$ cat src/rtl/anabellek_hakem.sv
// ---------------------------------------------------------------------------
// anabellek_hakem
//   Round-robin arbiter for the single main-memory (iomem) port, shared by
//   the instruction-cache controller (l1b, read-only) and the data-cache
//   controller (l1v, read/write). Only one transaction is in flight at a
//   time. A watchdog terminates transactions that the memory never
//   acknowledges and reports the address of the terminated transaction.
//
// Handshake: a requester raises *_mem_valid_i with its address (and write
//   data/strobes for l1v) and holds them until it sees *_mem_ready_o high
//   for one cycle. On that cycle *_mem_rdata_o carries the read data. On the
//   memory side iomem_valid_o is held high with stable fields until the cycle
//   where iomem_ready_i is high; the port returns to idle on the next edge.
//
// Ports:
//   clk_i, rst_ni              clock, asynchronous active-low reset
//   l1b_mem_valid_i/addr_i     instruction-cache read request
//   l1b_mem_rdata_o/ready_o    instruction-cache completion
//   l1v_mem_valid_i/addr_i/
//   l1v_mem_wdata_i/wstrb_i    data-cache request (wstrb == 0 means read)
//   l1v_mem_rdata_o/ready_o    data-cache completion
//   iomem_valid_o/addr_o/
//   iomem_wdata_o/wstrb_o      registered request to main memory
//   iomem_rdata_i/ready_i      main-memory response
//   hata_o                     one-cycle pulse on watchdog termination
//   hata_adr_o                 address of the last terminated transaction
// ---------------------------------------------------------------------------
module anabellek_hakem #(
    parameter int unsigned ZAMAN_ASIMI = 256
) (
    input  logic        clk_i,
    input  logic        rst_ni,

    input  logic        l1b_mem_valid_i,
    input  logic [18:2] l1b_mem_addr_i,
    output logic [31:0] l1b_mem_rdata_o,
    output logic        l1b_mem_ready_o,

    input  logic        l1v_mem_valid_i,
    input  logic [18:2] l1v_mem_addr_i,
    input  logic [31:0] l1v_mem_wdata_i,
    input  logic [3:0]  l1v_mem_wstrb_i,
    output logic [31:0] l1v_mem_rdata_o,
    output logic        l1v_mem_ready_o,

    output logic        iomem_valid_o,
    output logic [18:2] iomem_addr_o,
    output logic [31:0] iomem_wdata_o,
    output logic [3:0]  iomem_wstrb_o,
    input  logic [31:0] iomem_rdata_i,
    input  logic        iomem_ready_i,

    output logic        hata_o,
    output logic [16:0] hata_adr_o
);

    typedef enum logic [1:0] {
        BOSTA         = 2'b00,
        BUYRUK_HIZMET = 2'b01,
        VERI_HIZMET   = 2'b10
    } durum_e;

    // A zero-width counter is illegal, so the disabled watchdog keeps one
    // inert bit that never leaves zero.
    localparam bit          WD_EN = (ZAMAN_ASIMI > 0);
    localparam int unsigned CW    = WD_EN ? $clog2(ZAMAN_ASIMI + 1) : 1;
    localparam logic [CW-1:0] SAYAC_SON = CW'(WD_EN ? ZAMAN_ASIMI - 1 : 0);

    durum_e        state_q, state_d;
    logic          iomem_valid_q, iomem_valid_d;
    logic [18:2]   iomem_addr_q, iomem_addr_d;
    logic [31:0]   iomem_wdata_q, iomem_wdata_d;
    logic [3:0]    iomem_wstrb_q, iomem_wstrb_d;
    logic [16:0]   hata_adr_q, hata_adr_d;
    logic [CW-1:0] cnt_q, cnt_d;
    // Last served requester: 1 = l1b (instruction), 0 = l1v (data).
    logic          son_q, son_d;

    logic in_service;
    logic expire;
    logic done;
    logic grant_l1b;
    logic grant_l1v;

    // On a tie the requester that was not served last wins.
    assign grant_l1v  = l1v_mem_valid_i && (!l1b_mem_valid_i || son_q);
    assign grant_l1b  = l1b_mem_valid_i && (!l1v_mem_valid_i || !son_q);

    assign in_service = (state_q != BOSTA);
    // A memory acknowledge in the expiry cycle wins over the watchdog.
    assign expire     = WD_EN && in_service && !iomem_ready_i && (cnt_q == SAYAC_SON);
    assign done       = in_service && (iomem_ready_i || expire);

    // -----------------------------------------------------------------------
    // State register
    // -----------------------------------------------------------------------
    always_ff @(posedge clk_i or negedge rst_ni) begin
        if (!rst_ni) begin
            state_q <= BOSTA;
        end else begin
            state_q <= state_d;
        end
    end

    // -----------------------------------------------------------------------
    // Next-state logic
    // -----------------------------------------------------------------------
    always_comb begin
        state_d = state_q;
        case (state_q)
            BOSTA: begin
                if (grant_l1v) begin
                    state_d = VERI_HIZMET;
                end else if (grant_l1b) begin
                    state_d = BUYRUK_HIZMET;
                end
            end
            BUYRUK_HIZMET, VERI_HIZMET: begin
                if (done) begin
                    state_d = BOSTA;
                end
            end
            default: state_d = BOSTA;
        endcase
    end

    // -----------------------------------------------------------------------
    // Output logic
    // -----------------------------------------------------------------------
    always_comb begin
        l1b_mem_ready_o = (state_q == BUYRUK_HIZMET) && done;
        l1v_mem_ready_o = (state_q == VERI_HIZMET) && done;
        // A watchdog termination returns zero data instead of whatever is
        // floating on the memory bus.
        l1b_mem_rdata_o = expire ? 32'h0 : iomem_rdata_i;
        l1v_mem_rdata_o = expire ? 32'h0 : iomem_rdata_i;
        hata_o          = expire;
        iomem_valid_o   = iomem_valid_q;
        iomem_addr_o    = iomem_addr_q;
        iomem_wdata_o   = iomem_wdata_q;
        iomem_wstrb_o   = iomem_wstrb_q;
        hata_adr_o      = hata_adr_q;
    end

    // -----------------------------------------------------------------------
    // Datapath next values: request capture, watchdog, completion bookkeeping
    // -----------------------------------------------------------------------
    always_comb begin
        iomem_valid_d = iomem_valid_q;
        iomem_addr_d  = iomem_addr_q;
        iomem_wdata_d = iomem_wdata_q;
        iomem_wstrb_d = iomem_wstrb_q;
        hata_adr_d    = hata_adr_q;
        cnt_d         = cnt_q;
        son_d         = son_q;

        if (state_q == BOSTA) begin
            cnt_d = '0;
            if (grant_l1v) begin
                iomem_valid_d = 1'b1;
                iomem_addr_d  = l1v_mem_addr_i;
                iomem_wdata_d = l1v_mem_wdata_i;
                iomem_wstrb_d = l1v_mem_wstrb_i;
            end else if (grant_l1b) begin
                iomem_valid_d = 1'b1;
                iomem_addr_d  = l1b_mem_addr_i;
                iomem_wdata_d = 32'h0;
                iomem_wstrb_d = 4'h0;
            end
        end else if (done) begin
            iomem_valid_d = 1'b0;
            son_d         = (state_q == BUYRUK_HIZMET);
            cnt_d         = '0;
            if (expire) begin
                hata_adr_d = iomem_addr_q;
            end
        end else if (WD_EN) begin
            cnt_d = cnt_q + CW'(1);
        end
    end

    always_ff @(posedge clk_i or negedge rst_ni) begin
        if (!rst_ni) begin
            iomem_valid_q <= 1'b0;
            iomem_addr_q  <= '0;
            iomem_wdata_q <= '0;
            iomem_wstrb_q <= '0;
            hata_adr_q    <= '0;
            cnt_q         <= '0;
            son_q         <= 1'b1;
        end else begin
            iomem_valid_q <= iomem_valid_d;
            iomem_addr_q  <= iomem_addr_d;
            iomem_wdata_q <= iomem_wdata_d;
            iomem_wstrb_q <= iomem_wstrb_d;
            hata_adr_q    <= hata_adr_d;
            cnt_q         <= cnt_d;
            son_q         <= son_d;
        end
    end

endmodule
$ cat config.mk
export PLATFORM = sky130hd
export DESIGN_NAME = anabellek_hakem
export DESIGN_NICKNAME = d
export VERILOG_FILES = /design/src/rtl/anabellek_hakem.sv
export SDC_FILE = /design/constraint.sdc
export NUM_CORES = 1
export LEC_CHECK = 0
export ABC_AREA = 1
export CAP_MARGIN = 20
export CORE_AREA = 3 3 94 96
export CTS_CLUSTER_DIAMETER = 200
export CTS_CLUSTER_SIZE = 16
export DETAILED_ROUTE_END_ITERATION = 8
export DIE_AREA = 0 0 97 99
export DONT_BUFFER_PORTS = 1
export GPL_ROUTABILITY_DRIVEN = 0
export SYNTH_ARGS = -nofsm -noshare
export SYNTH_HDL_FRONTEND = slang
export SYNTH_SLANG_ARGS = --single-unit
$ cat constraint.sdc
create_clock -name clk_i -period 6.1 [get_ports clk_i]
set_clock_uncertainty 0.05 [all_clocks]
set_input_delay 0.915 -clock clk_i [delete_from_list [all_inputs] [get_ports clk_i]]
set_output_delay 0.915 -clock clk_i [all_outputs]
set_load 0.005 [all_outputs]
=== Word level (Yosys, flattened, before mapping) ===
Cells that the tools add are included.

* Bits in registers: 83
* Output and inout bits: 138

* Mux-type cells: 17
* Add/sub/neg operators: 1
* Bitwise gates (word level): 1
* Equality and inequality tests: 5
* Reduce and logical (&&, ||, !) cells: 24

{| class="wikitable"
|+ Operator list
! kind !! number
|-
| two-way mux 32 bit || 3
|-
| two-way mux 17 bit || 2
|-
| two-way mux 9 bit || 2
|-
| adder 9 x 1 -> 9 bit (second input constant) || 1
|-
| == test 9 x 8 -> 1 bit (second input constant) || 1
|-
| two-way mux 4 bit || 2
|-
| AND reduction 2 bit || 4
|-
| logical AND 1 bit || 7
|-
| two-way mux 2 bit || 3
|-
| nonzero test 2 bit || 3
|-
| logical NOT 1 bit || 4
|-
| two-way mux 1 bit || 4
|-
| one-hot mux 2 bit (2 select lines) || 1
|-
| logical OR 1 bit || 3
|-
| inequality test 3 bit (second input constant) || 1
|-
| AND reduction 3 bit || 1
|-
| == test 2 x 1 -> 1 bit (second input constant) || 1
|-
| == test 2 bit (second input constant) || 1
|-
| logical NOT 2 bit || 1
|-
| inequality test 2 bit (second input constant) || 1
|-
| OR reduction 2 bit || 1
|-
| inverter 1 bit || 1
|}

=== Logic depth before layout (Yosys ltp) ===
Gate-level depths: netlist (run 1).

* Depth after elaboration: 7
* Gate-level depth with buffers: 11

=== Worst setup path before layout (run 1) ===
OpenSTA, ideal clock, no wires.

* Path kind: reg-to-output
* Start: register cnt_q[0]
* End: output l1v_mem_rdata_o[22]
* Data required time: 5135 ps
* Slack: 3329 ps
* Stages on the path, launching flop included: 12
* Arrival: 1806 ps
* Path through: dfrtp_1 ha_1 nand2_1 nor2_1 nand3_1 nor2_1 ha_1 nand3_2 inv_2 buf_2 nor2_1 buf_4

* Word-level cells in the longest chain between the ends: 3

{| class="wikitable"
|+ Ends and longest elaborated chain
! what !! RTL line !! text
|-
| from (decl) || 75 || <nowiki>logic [CW-1:0] cnt_q, cnt_d;</nowiki>
|-
| from (signal assigned) || 197 || <nowiki>cnt_q <= cnt_d;</nowiki>
|-
| == test 9 x 8 -> 1 bit || 91 || <nowiki>assign expire = WD_EN && in_service && !iomem_ready_i && (cnt_q == SAYAC_SON);</nowiki>
|-
| logical AND 1 bit || 91 ||
|-
| net hata_o || 53 || <nowiki>output logic hata_o,</nowiki>
|-
| two-way mux 32 bit || n/a ||
|-
| to (decl) || 43 || <nowiki>output logic [31:0] l1v_mem_rdata_o,</nowiki>
|}

The timed path passes the listed nets, and every way through them passes these cells.

=== Worst setup path after layout (run 1) ===
* Start: register cnt_q[0]
* End: output l1v_mem_rdata_o[31]

Same word-level chain as after synthesis.

==> out/results.tsv, run 1 <==
metric	value	unit
status	completed	
Max VDD drop	0.294	mV
Flop pwr share	52.6	%
Fin. Hold Viols	0	
routed via count	3067	
# clock sinks	83	
Final nets	614	
worst skew pair latency	0.34	ns
H-tree depth	3	
Crit Path Category	reg2out	
largest net degree at the start of global routing	84	
startpoint types	flop	
Filler cells	786	
Logic pwr share	23.5	%
Layout Utilization	50.0	%
core footprint	8130	µm²
crit end category	output pin	
clock root cell	clkbuf_8	
Int Pwr	1.07	mW
register area	2080	µm²
most area-consuming cells after synthesis	dfrtp_1 50%, nand2_1 26%, buf_4 6.6%, nor2_1 4.6%, inv_1 4.1%	
unrepaired setup endpoints after global routing	false	
CTS max path bufs	2	
fin crit period	4.11	ns
placed insts	595	
synth cell count leaders	285 x nand2_1, 82 x dfrtp_1, 50 x nor2_1, 45 x inv_1, 36 x buf_4	
CP max FO	50	
Die W	97	µm
PnR Total Power	1.73	mW
power per cell area	426	nW/µm²
Pins Over Slew Limit	0	
Detail Placement HPWL	7210	µm
Max-slew headroom	46.3	%
drt initial violations	113	
gr usage total	20.8	%
Synth cell types	22	
Syn Inst Count	540	
count leader, synth	nand2_1	
initial antenna violation count	0	
gr ovfl total	0	
register area share after synthesis	50.9	%
Tcrit/Tclk final	67.4	%
post-place setup slack	2.34	ns
Setup Buffers After CTS	0	
IO Port Bufs	0	
first-pass GRT wire length	15900	µm
ANT nets after route	0	
syn_nets	652	
Worst Hold Margin	0.198	ns
Clk network pwr share	23.9	%
clk slew on worst S/H paths	0.09	ns
antenna fix cells	0	
mapped cell area	4080	µm²
setup TNS	0	ns
fraction of layout cells with a size suffix above 1	5.52	%
CTS tree	built	
Layout Cells excl Fill	612	
Least-Margin Pin Slew	0.804	ns
die area	9600	µm²
leakage power	2.36	nW
I/O pin count	245	
final WL	10100	µm
CP required	5.13	ns
YS warnings	0	
Area growth, synth to finish	-0.337	%
Multi-input gate area	1440	µm²
vias in the first global route	3015	
WP data arrival	3.15	ns
async set-reset flop share out of synthesis	100	%
syn avg cell area	7.56	µm²
Synth top area share	50.3	%
sw frac	38.1	%
Post-CTS Resized	0	
DRC	0	
post-synth top area cell	dfrtp_1	
Synth Register Bits	83	
row cnt	33	
mean routed wirelength per cell	16.4	µm
Post-DP Area	3840	µm²
EDFF count, synth	0	
drt pass-1 iters	5	
Final Cell Area	4070	µm²
final setup fails	0	
Setup WS post-layout	1.99	ns
hold_buf cts	0	
Max Cap Violations	0	
clock buffer count from CTS	9	
max frequency	0.243	GHz
Net Switching	0.659	mW
Via density	5.01	
Initial Util	50.2	%
Min-Delay Path Class	in2async	
chip height	99	µm
Top FF cell, synth	dfrtp_1	
[worst paths after layout]
check | startpoint | endpoint | slack [ns] | cells after the start
min | rst_ni | iomem_addr_o[10] | 0.20 | 0
max in group asynchronous | rst_ni | son_q | 5.58 | 0
max | cnt_q[0] | l1v_mem_rdata_o[31] | 1.99 | 9
min in group clk_i | cnt_q[0] | cnt_q[0] | 0.45 | 1
min reg2reg | cnt_q[0] | cnt_q[0] | 0.45 | 1
max reg2reg | cnt_q[0] | hata_adr_o[11] | 3.26 | 10
[power groups by stage]
stage          Sequential, mW  Clock (mW)  Combinational [mW]
2_1_floorplan           0.864           0               0.379
3_3_place_gp            0.921           0               0.388
3_5_place_dp            0.920           0               0.404
4_1_cts                 0.914       0.429               0.402
5_1_grt                 0.932       0.449               0.485
6_report                0.910       0.415               0.407
[kinds of logic after synthesis]
kind of cell | after synthesis | synth area share, %
compound gates | 4 | 0.644
fa+ha+maj | 5 | 1.53
buf+inv | 99 | 13.8
flops | 83 | 50.9
xor+xnor | 1 | 0.215
simple gates | 348 | 32.9
[cell usage in the layout (no fill, tap or decap)]
master      Yosys  final
buf_12          0      1
nor2_4          1      1
nand3_2         1      1
clkbuf_8        0     10
o21ai_0         1      1
dfrtp_1        82     82
nand2_1       285    284
nor3_1          1      1
bufinv_16       0      1
inv_8           0      1
inv_6           0      1
inv_1          45     45
dfstp_2         1      1
inv_2           4      4
nand2_2         2      3
clkinvlp_4      0      3
a21oi_1         1      1
nor2_1         50     50
nor3b_1         2      2
ha_1            5      5
nand4_1         1      1
o21ai_2         1      1
o21bai_1        1      1
xor2_1          1      1
nand3_1         5      5
[routing by layer]
metal	routed length, µm	vias to the layer above	global-route usage, %
met1	3940	1396	24.8
met5	0	-	0
met2	4920	168	34.4
met4	236	0	7.67
met3	961	21	8.00
li1	-	1482	-
[sequential cells by signal, summed over array words and instances, names as in the netlist]
register,count
son_q,1
iomem_wdata_o,32
iomem_valid_o,1
iomem_addr_o,17
state_q,2
iomem_wstrb_o,4
hata_adr_o,17
cnt_q,9
[layout make-up]
class	count	share of cell area, %
clock buffers	10	3.38
clock inverters	6	1.78
inverters	49	4.52
multi-input cells	358	35.5
flip-flops and latches	83	51.1
well taps	105	3.23
repair buffers	1	0.492
[critical path: stages, from the launching register on]
cell     delay, ns
dfrtp_1       0.40
ha_1          0.18
nand2_1       0.09
nor2_1        0.21
nand3_1       0.12
nor2_1        0.14
ha_1          0.25
nand3_2       0.37
inv_2         0.75
nor2_1        0.27
Power figures use the tool's default switching activity.
==> run 2: changes to the inputs <==
Settings changed: ABC_AREA 1 to 0, CORE_AREA 3 3 94 96 to 3 3 93 95, DIE_AREA 0 0 97 99 to 0 0 96 98.
Clock period 6.1 ns to 4.15 ns, I/O delays scaled along.
==> run 2 against run 1 <==
Net effect: sequential cell count unchanged; synthesized cell count down 35%; total power increased by 49%; sequential share of layout area increased by 2.5 points; area after synthesis is 5.0% lower; via count decreased by 19%; highest routed layer unchanged.
==> out/results.tsv, run 2 <==
metric	value	unit
Worst Hold Margin	0.0643	ns
drt pass-1 iters	4	
mean routed wirelength per cell	21.5	µm
core footprint	7810	µm²
CTS tree	built	
placed insts	398	
Syn Inst Count	350	
power per cell area	668	nW/µm²
syn avg cell area	11.1	µm²
r2r endpoint	hata_adr_o[12]	
Final nets	420	
final WL	8920	µm
Top FF cell, synth	dfrtp_1	
post-synth top area cell	dfrtp_1	
drt initial violations	83	
antenna fix cells	0	
CP max FO	50	
mapped cell area	3870	µm²
Synth cell types	34	
async set-reset flop share out of synthesis	100	%
Worst setup startpoint	cnt_q[0]	
register area share after synthesis	53.6	%
Critical Path Slowest Stage Cell	buf_4	
status	completed	
commonest non-fill, non-tap cell in the layout	dfrtp_1	
Reg2Reg Depth	7	
Levels on crit path	7	
row cnt	32	
synth cell count leaders	82 x dfrtp_1, 36 x a22o_1, 34 x buf_4, 32 x nor2b_1, 28 x nor2_1	
Final Cell Area	3880	µm²
vias in the first global route	2434	
Least-Margin Pin Slew	0.815	ns
Pins Over Slew Limit	0	
crit end category	output pin	
initial antenna violation count	0	
most area-consuming cells after synthesis	dfrtp_1 53%, a22o_1 8.1%, buf_4 6.6%, mux2_2 5.2%, nor2b_1 5.2%	
CP max stage delay	0.46	ns
worst skew pair latency	0.35	ns
Min-Delay Path Class	in2async	
H-tree depth	3	
Max VDD drop	0.316	mV
EDFF count, synth	0	
R2R Setup Slk	1.79	ns
Fin. Hold Viols	0	
CP bufs+invs	1	
first-pass GRT wire length	13200	µm
Detail Placement HPWL	6170	µm
Synth top area share	53.0	%
I/O pin count	245	
crit-path cells	ha_1 -> nand4_1 -> nor2_1 -> ha_1 -> nor3b_4 -> buf_4 -> nor2b_1	
clock buffer count from CTS	9	
leakage power	1.74	nW
syn_nets	462	
most frequent cells in the layout	82 x dfrtp_1, 36 x a22o_1, 32 x nor2b_1	
gr ovfl total	0	
largest net degree at the start of global routing	83	
fin crit period	3.03	ns
Area growth, synth to finish	0.0646	%
routed via count	2480	
CTS max path bufs	2	
Synth Register Bits	83	
Die W	96	µm
Filler cells	694	
chip height	98	µm
clock root cell	clkbuf_8	
delay-heaviest family, CP	simple AND/OR/NAND/NOR gates	
Max-slew headroom	45.7	%
max frequency	0.330	GHz
Via density	5.98	
CP required	3.48	ns
RR Startpoint	cnt_q[0]	
Tcrit/Tclk final	73.0	%
CP dominant cell by count	ha_1	
startpoint types	flop	
WP data arrival	2.36	ns
Crit Path Category	reg2out	
unrepaired setup endpoints after global routing	false	
count leader, synth	dfrtp_1	
final setup fails	0	
Post-CTS Resized	0	
setup TNS	0	ns
clk slew on worst S/H paths	0.09	ns
Layout Cells excl Fill	415	
CP Capture Point	l1b_mem_rdata_o[16]	
die area	9410	µm²
IO Port Bufs	0	
Max Cap Violations	0	
gr usage total	18.5	%
max reg flops	32	
Initial Util	49.6	%
ANT nets after route	0	
# clock sinks	83	
Post-DP Area	3650	µm²
fraction of layout cells with a size suffix above 1	13.1	%
DRC	0	
YS warnings	0	
run 2: worst reg2reg max path: stages (launching register included):
cell and delay (ns):
dfrtp_1 0.40, ha_1 0.22, nand4_1 0.14, nor2_1 0.14, ha_1 0.23, nor3b_4 0.19, buf_4 0.46, mux2_2 0.42
run 2: power by group:
part           total [mW]  switching, mW  leakage, nW  internal, mW
Sequential           1.32          0.243         1.08          1.08
Clock               0.579          0.297        0.100         0.282
Combinational       0.689          0.404        0.567         0.285
run 2: metal layers:
layer	part of all wire (%)	GRT usage (%)	up-vias
li1	-	-	1110
met4	1.8	7.77	0
met1	39	23.1	1184
met5	0	0	-
met2	45	26.9	173
met3	14	9.32	13
run 2: cell families (layout without fill, tap and decap cells):
family                   Yosys count  after routing  synth area share, %
AO/OA/AOI/OAI                    100            100                 17.5
flip-flops                        83             83                 53.6
AND/OR/NAND/NOR                   80             80                 11.1
buffers and inverters             61             24                 10.3
multiplexers                      18             18                 5.23
adder cells (fa/ha/maj)            5              5                 1.61
XOR/XNOR                           3              3                0.678
run 2: layout make-up:
cell class | count | area, µm² | share of cell area, %
multi-input cells | 206 | 1410 | 36.4
repair buffers | 3 | 42.5 | 1.10
flip-flops and latches | 83 | 2080 | 53.6
clock buffers | 9 | 124 | 3.19
well taps | 102 | 128 | 3.29
clock inverters | 7 | 73.8 | 1.90
inverters | 5 | 18.8 | 0.484
run 2: worst min-delay path by stage:
| stage | from | end | slack [ns] | depth (start not counted) |
|---|---|---|---|---|
| 4_1_cts | rst_ni | son_q | 0.04 | 0 |
| 3_3_place_gp | rst_ni | iomem_wdata_o[17] | 0.28 | 0 |
| 2_1_floorplan | rst_ni | cnt_q[0] | 0.28 | 0 |
| 6_report | rst_ni | son_q | 0.06 | 0 |
| 3_5_place_dp | rst_ni | iomem_wdata_o[17] | 0.28 | 0 |
| 5_1_grt | rst_ni | son_q | 0.04 | 0 |
run 2: metrics by stage:
stage	setup slack, ns	utilization [%]	total power, mW
6_report	1.12	49.7	2.59
5_1_grt	0.840	49.7	2.80
4_1_cts	1.09	49.7	2.63
3_5_place_dp	1.49	46.8	2.02
3_3_place_gp	1.55	46.8	2.00
2_1_floorplan	1.67	-	1.87
run 2: repair_timing:
| action | CTS | global route |
|---|---|---|
| hold buffers | 1 | 0 |
| hold endpoints to repair | 82 | 0 |
| setup buffers | 0 | 0 |
==> run 3: changes to the inputs <==
Clock period 4.15 ns to 2.8 ns, I/O delays scaled along.
==> run 3 against run 2 <==
Net effect: highest routed layer unchanged; combinational power grew 60%; sequential share of layout area down 2.6 points; via count grew 2.5%; largest power group unchanged; cell count rose by 2.2%; register-to-register slack lost 1.3 ns; sequential power up 48%; critical path type unchanged; utilization rose by 2.6 points.
==> out/results.tsv, run 3 (same netlist as run 2, synthesis figures left out) <==
metric	value	unit
met2 Use GR	25.4	%
clk slew on worst S/H paths	0.08	ns
row cnt	32	
Worst setup startpoint	cnt_q[0]	
Pins Over Slew Limit	0	
delay-heaviest family, CP	simple AND/OR/NAND/NOR gates	
first-pass GRT wire length	12700	µm
Levels on crit path	8	
crit-path cells	ha_1 -> nand4_1 -> nor2_1 -> ha_1 -> nor3b_4 -> buf_4 -> clkbuf_16 -> nor2b_1	
r2r endpoint	hata_adr_o[5]	
unrepaired setup endpoints after global routing	true	
core footprint	7810	µm²
Worst Hold Margin	0.157	ns
GR Util met3	10.6	%
Critical Path Slowest Stage Cell	dfrtp_1	
Reg2Reg Depth	9	
GR peak layer	met2	
Final nets	429	
clock root cell	clkbuf_8	
Layout Utilization	52.2	%
clock buffer count from CTS	9	
initial antenna violation count	0	
CP dominant cell by count	ha_1	
Filler cells	694	
final setup fails	0	
Least-Margin Pin Slew	0.619	ns
Fin. Hold Viols	0	
drt initial violations	118	
met1 usage	22.4	%
RR Startpoint	cnt_q[0]	
Max-slew headroom	58.7	%
H-tree depth	3	
Area growth, synth to finish	5.23	%
IO Port Bufs	0	
Die W	96	µm
I/O pin count	245	
max reg flops	32	
drt pass-1 iters	4	
CP required	2.33	ns
CP bufs+invs	2	
Crit Path Category	reg2out	
CTS tree	built	
Max Cap Violations	0	
most frequent cells in the layout	82 x dfrtp_1, 36 x a22o_1, 28 x nor2_1, 28 x nor2b_1, 20 x o21ai_0	
fraction of layout cells with a size suffix above 1	16.1	%
largest net degree at the start of global routing	84	
commonest non-fill, non-tap cell in the layout	dfrtp_1	
crit end category	output pin	
fin crit period	2.64	ns
status	completed	
WP data arrival	2.17	ns
# clock sinks	83	
R2R Setup Slk	0.49	ns
mean routed wirelength per cell	21.4	µm
final WL	9060	µm
Max VDD drop	0.453	mV
CP max stage delay	0.41	ns
CP Capture Point	l1b_mem_rdata_o[9]	
max frequency	0.378	GHz
startpoint types	flop	
power per cell area	1020	nW/µm²
CTS max path bufs	2	
Detail Placement HPWL	6150	µm
Initial Util	49.6	%
vias in the first global route	2450	
Tcrit/Tclk final	94.4	%
CP max FO	12	
routed via count	2542	
worst skew pair latency	0.34	ns
die area	9410	µm²
Via density	6.00	
gr ovfl total	0	
Min-Delay Path Class	in2reg	
ANT nets after route	0	
antenna fix cells	0	
leakage power	1.84	nW
PnR Total Power	4.15	mW
chip height	98	µm
DRC	0	
gr usage total	17.9	%
run 3: cell types whose count changed in the layout (fill, tap and decap cells not counted), sizes merged:
cell / before / now
inv: 8 / 6
clkbuf: 9 / 11
bufinv: 1 / 4
clkinv: 2 / 0
buf: 3 / 10
dlygate4sd3: 0 / 1
run 3: per-layer routing:
| layer | vias up | part of all wire (%) |
|---|---|---|
| met4 | 0 | 1.1 |
| met5 | - | 0 |
| met1 | 1219 | 40 |
| met2 | 185 | 45 |
| li1 | 1131 | - |
| met3 | 7 | 14 |
run 3: power breakdown:
| part | internal (mW) | switching, mW | total (mW) |
|---|---|---|---|
| clock network | 0.686 | 0.409 | 1.09 |
| registers | 1.60 | 0.354 | 1.95 |
| logic | 0.481 | 0.619 | 1.10 |
run 3: final cells by class:
| type | count | area (µm²) | share of cell area (%) |
|---|---|---|---|
| clock buffers | 10 | 128 | 3.13 |
| clock inverters | 6 | 136 | 3.34 |
| inverters | 5 | 18.8 | 0.460 |
| multi-input cells | 206 | 1420 | 34.9 |
| flip-flops and latches | 83 | 2080 | 51.0 |
| well taps | 102 | 128 | 3.13 |
| repair buffers | 12 | 166 | 4.08 |
run 3: stage by stage:
| step | instance area, µm² | std cells | worst slack (ns) | TNS [ns] |
|---|---|---|---|---|
| detailed placement | 3680 | 400 | 0.570 | 0 |
| global placement | 3680 | 400 | 0.606 | 0 |
| floorplan | 3870 | 350 | 0.525 | 0 |
| finish | 4080 | 424 | 0.158 | 0 |
| CTS | 3980 | 418 | 0.155 | 0 |
| global route | 4080 | 424 | -0.0154 | -0.336 |
run 3: how the worst min path moves through the flow:
| stage | start | to | slack (ns) | cells after the start |
|---|---|---|---|---|
| after detailed placement | rst_ni | iomem_wdata_o[17] | 0.08 | 0 |
| final | l1v_mem_wdata_i[16] | iomem_wdata_o[16] | 0.16 | 1 |
| after global placement | rst_ni | iomem_wdata_o[17] | 0.08 | 0 |
| after global routing | l1v_mem_wdata_i[19] | iomem_wdata_o[19] | 0.12 | 1 |
| after floorplan | rst_ni | cnt_q[0] | 0.07 | 0 |
| after CTS | l1v_mem_wdata_i[9] | iomem_wdata_o[9] | 0.13 | 1 |
run 3: worst register-to-register path, delay by kind of cell (launching register included):
family	cells	cell delay [ns]
fa+ha+maj	2	0.45
mux	1	0.35
flops	1	0.39
buf+inv	3	0.44
simple gates	3	0.51
run 3: what timing repair did:
action	4_1_cts	5_1_grt
setup endpoints to repair	0	64
endpoints found under the hold margin	83	0
hold buffers	2	0
gates resized for setup	0	4
buffers inserted	0	3
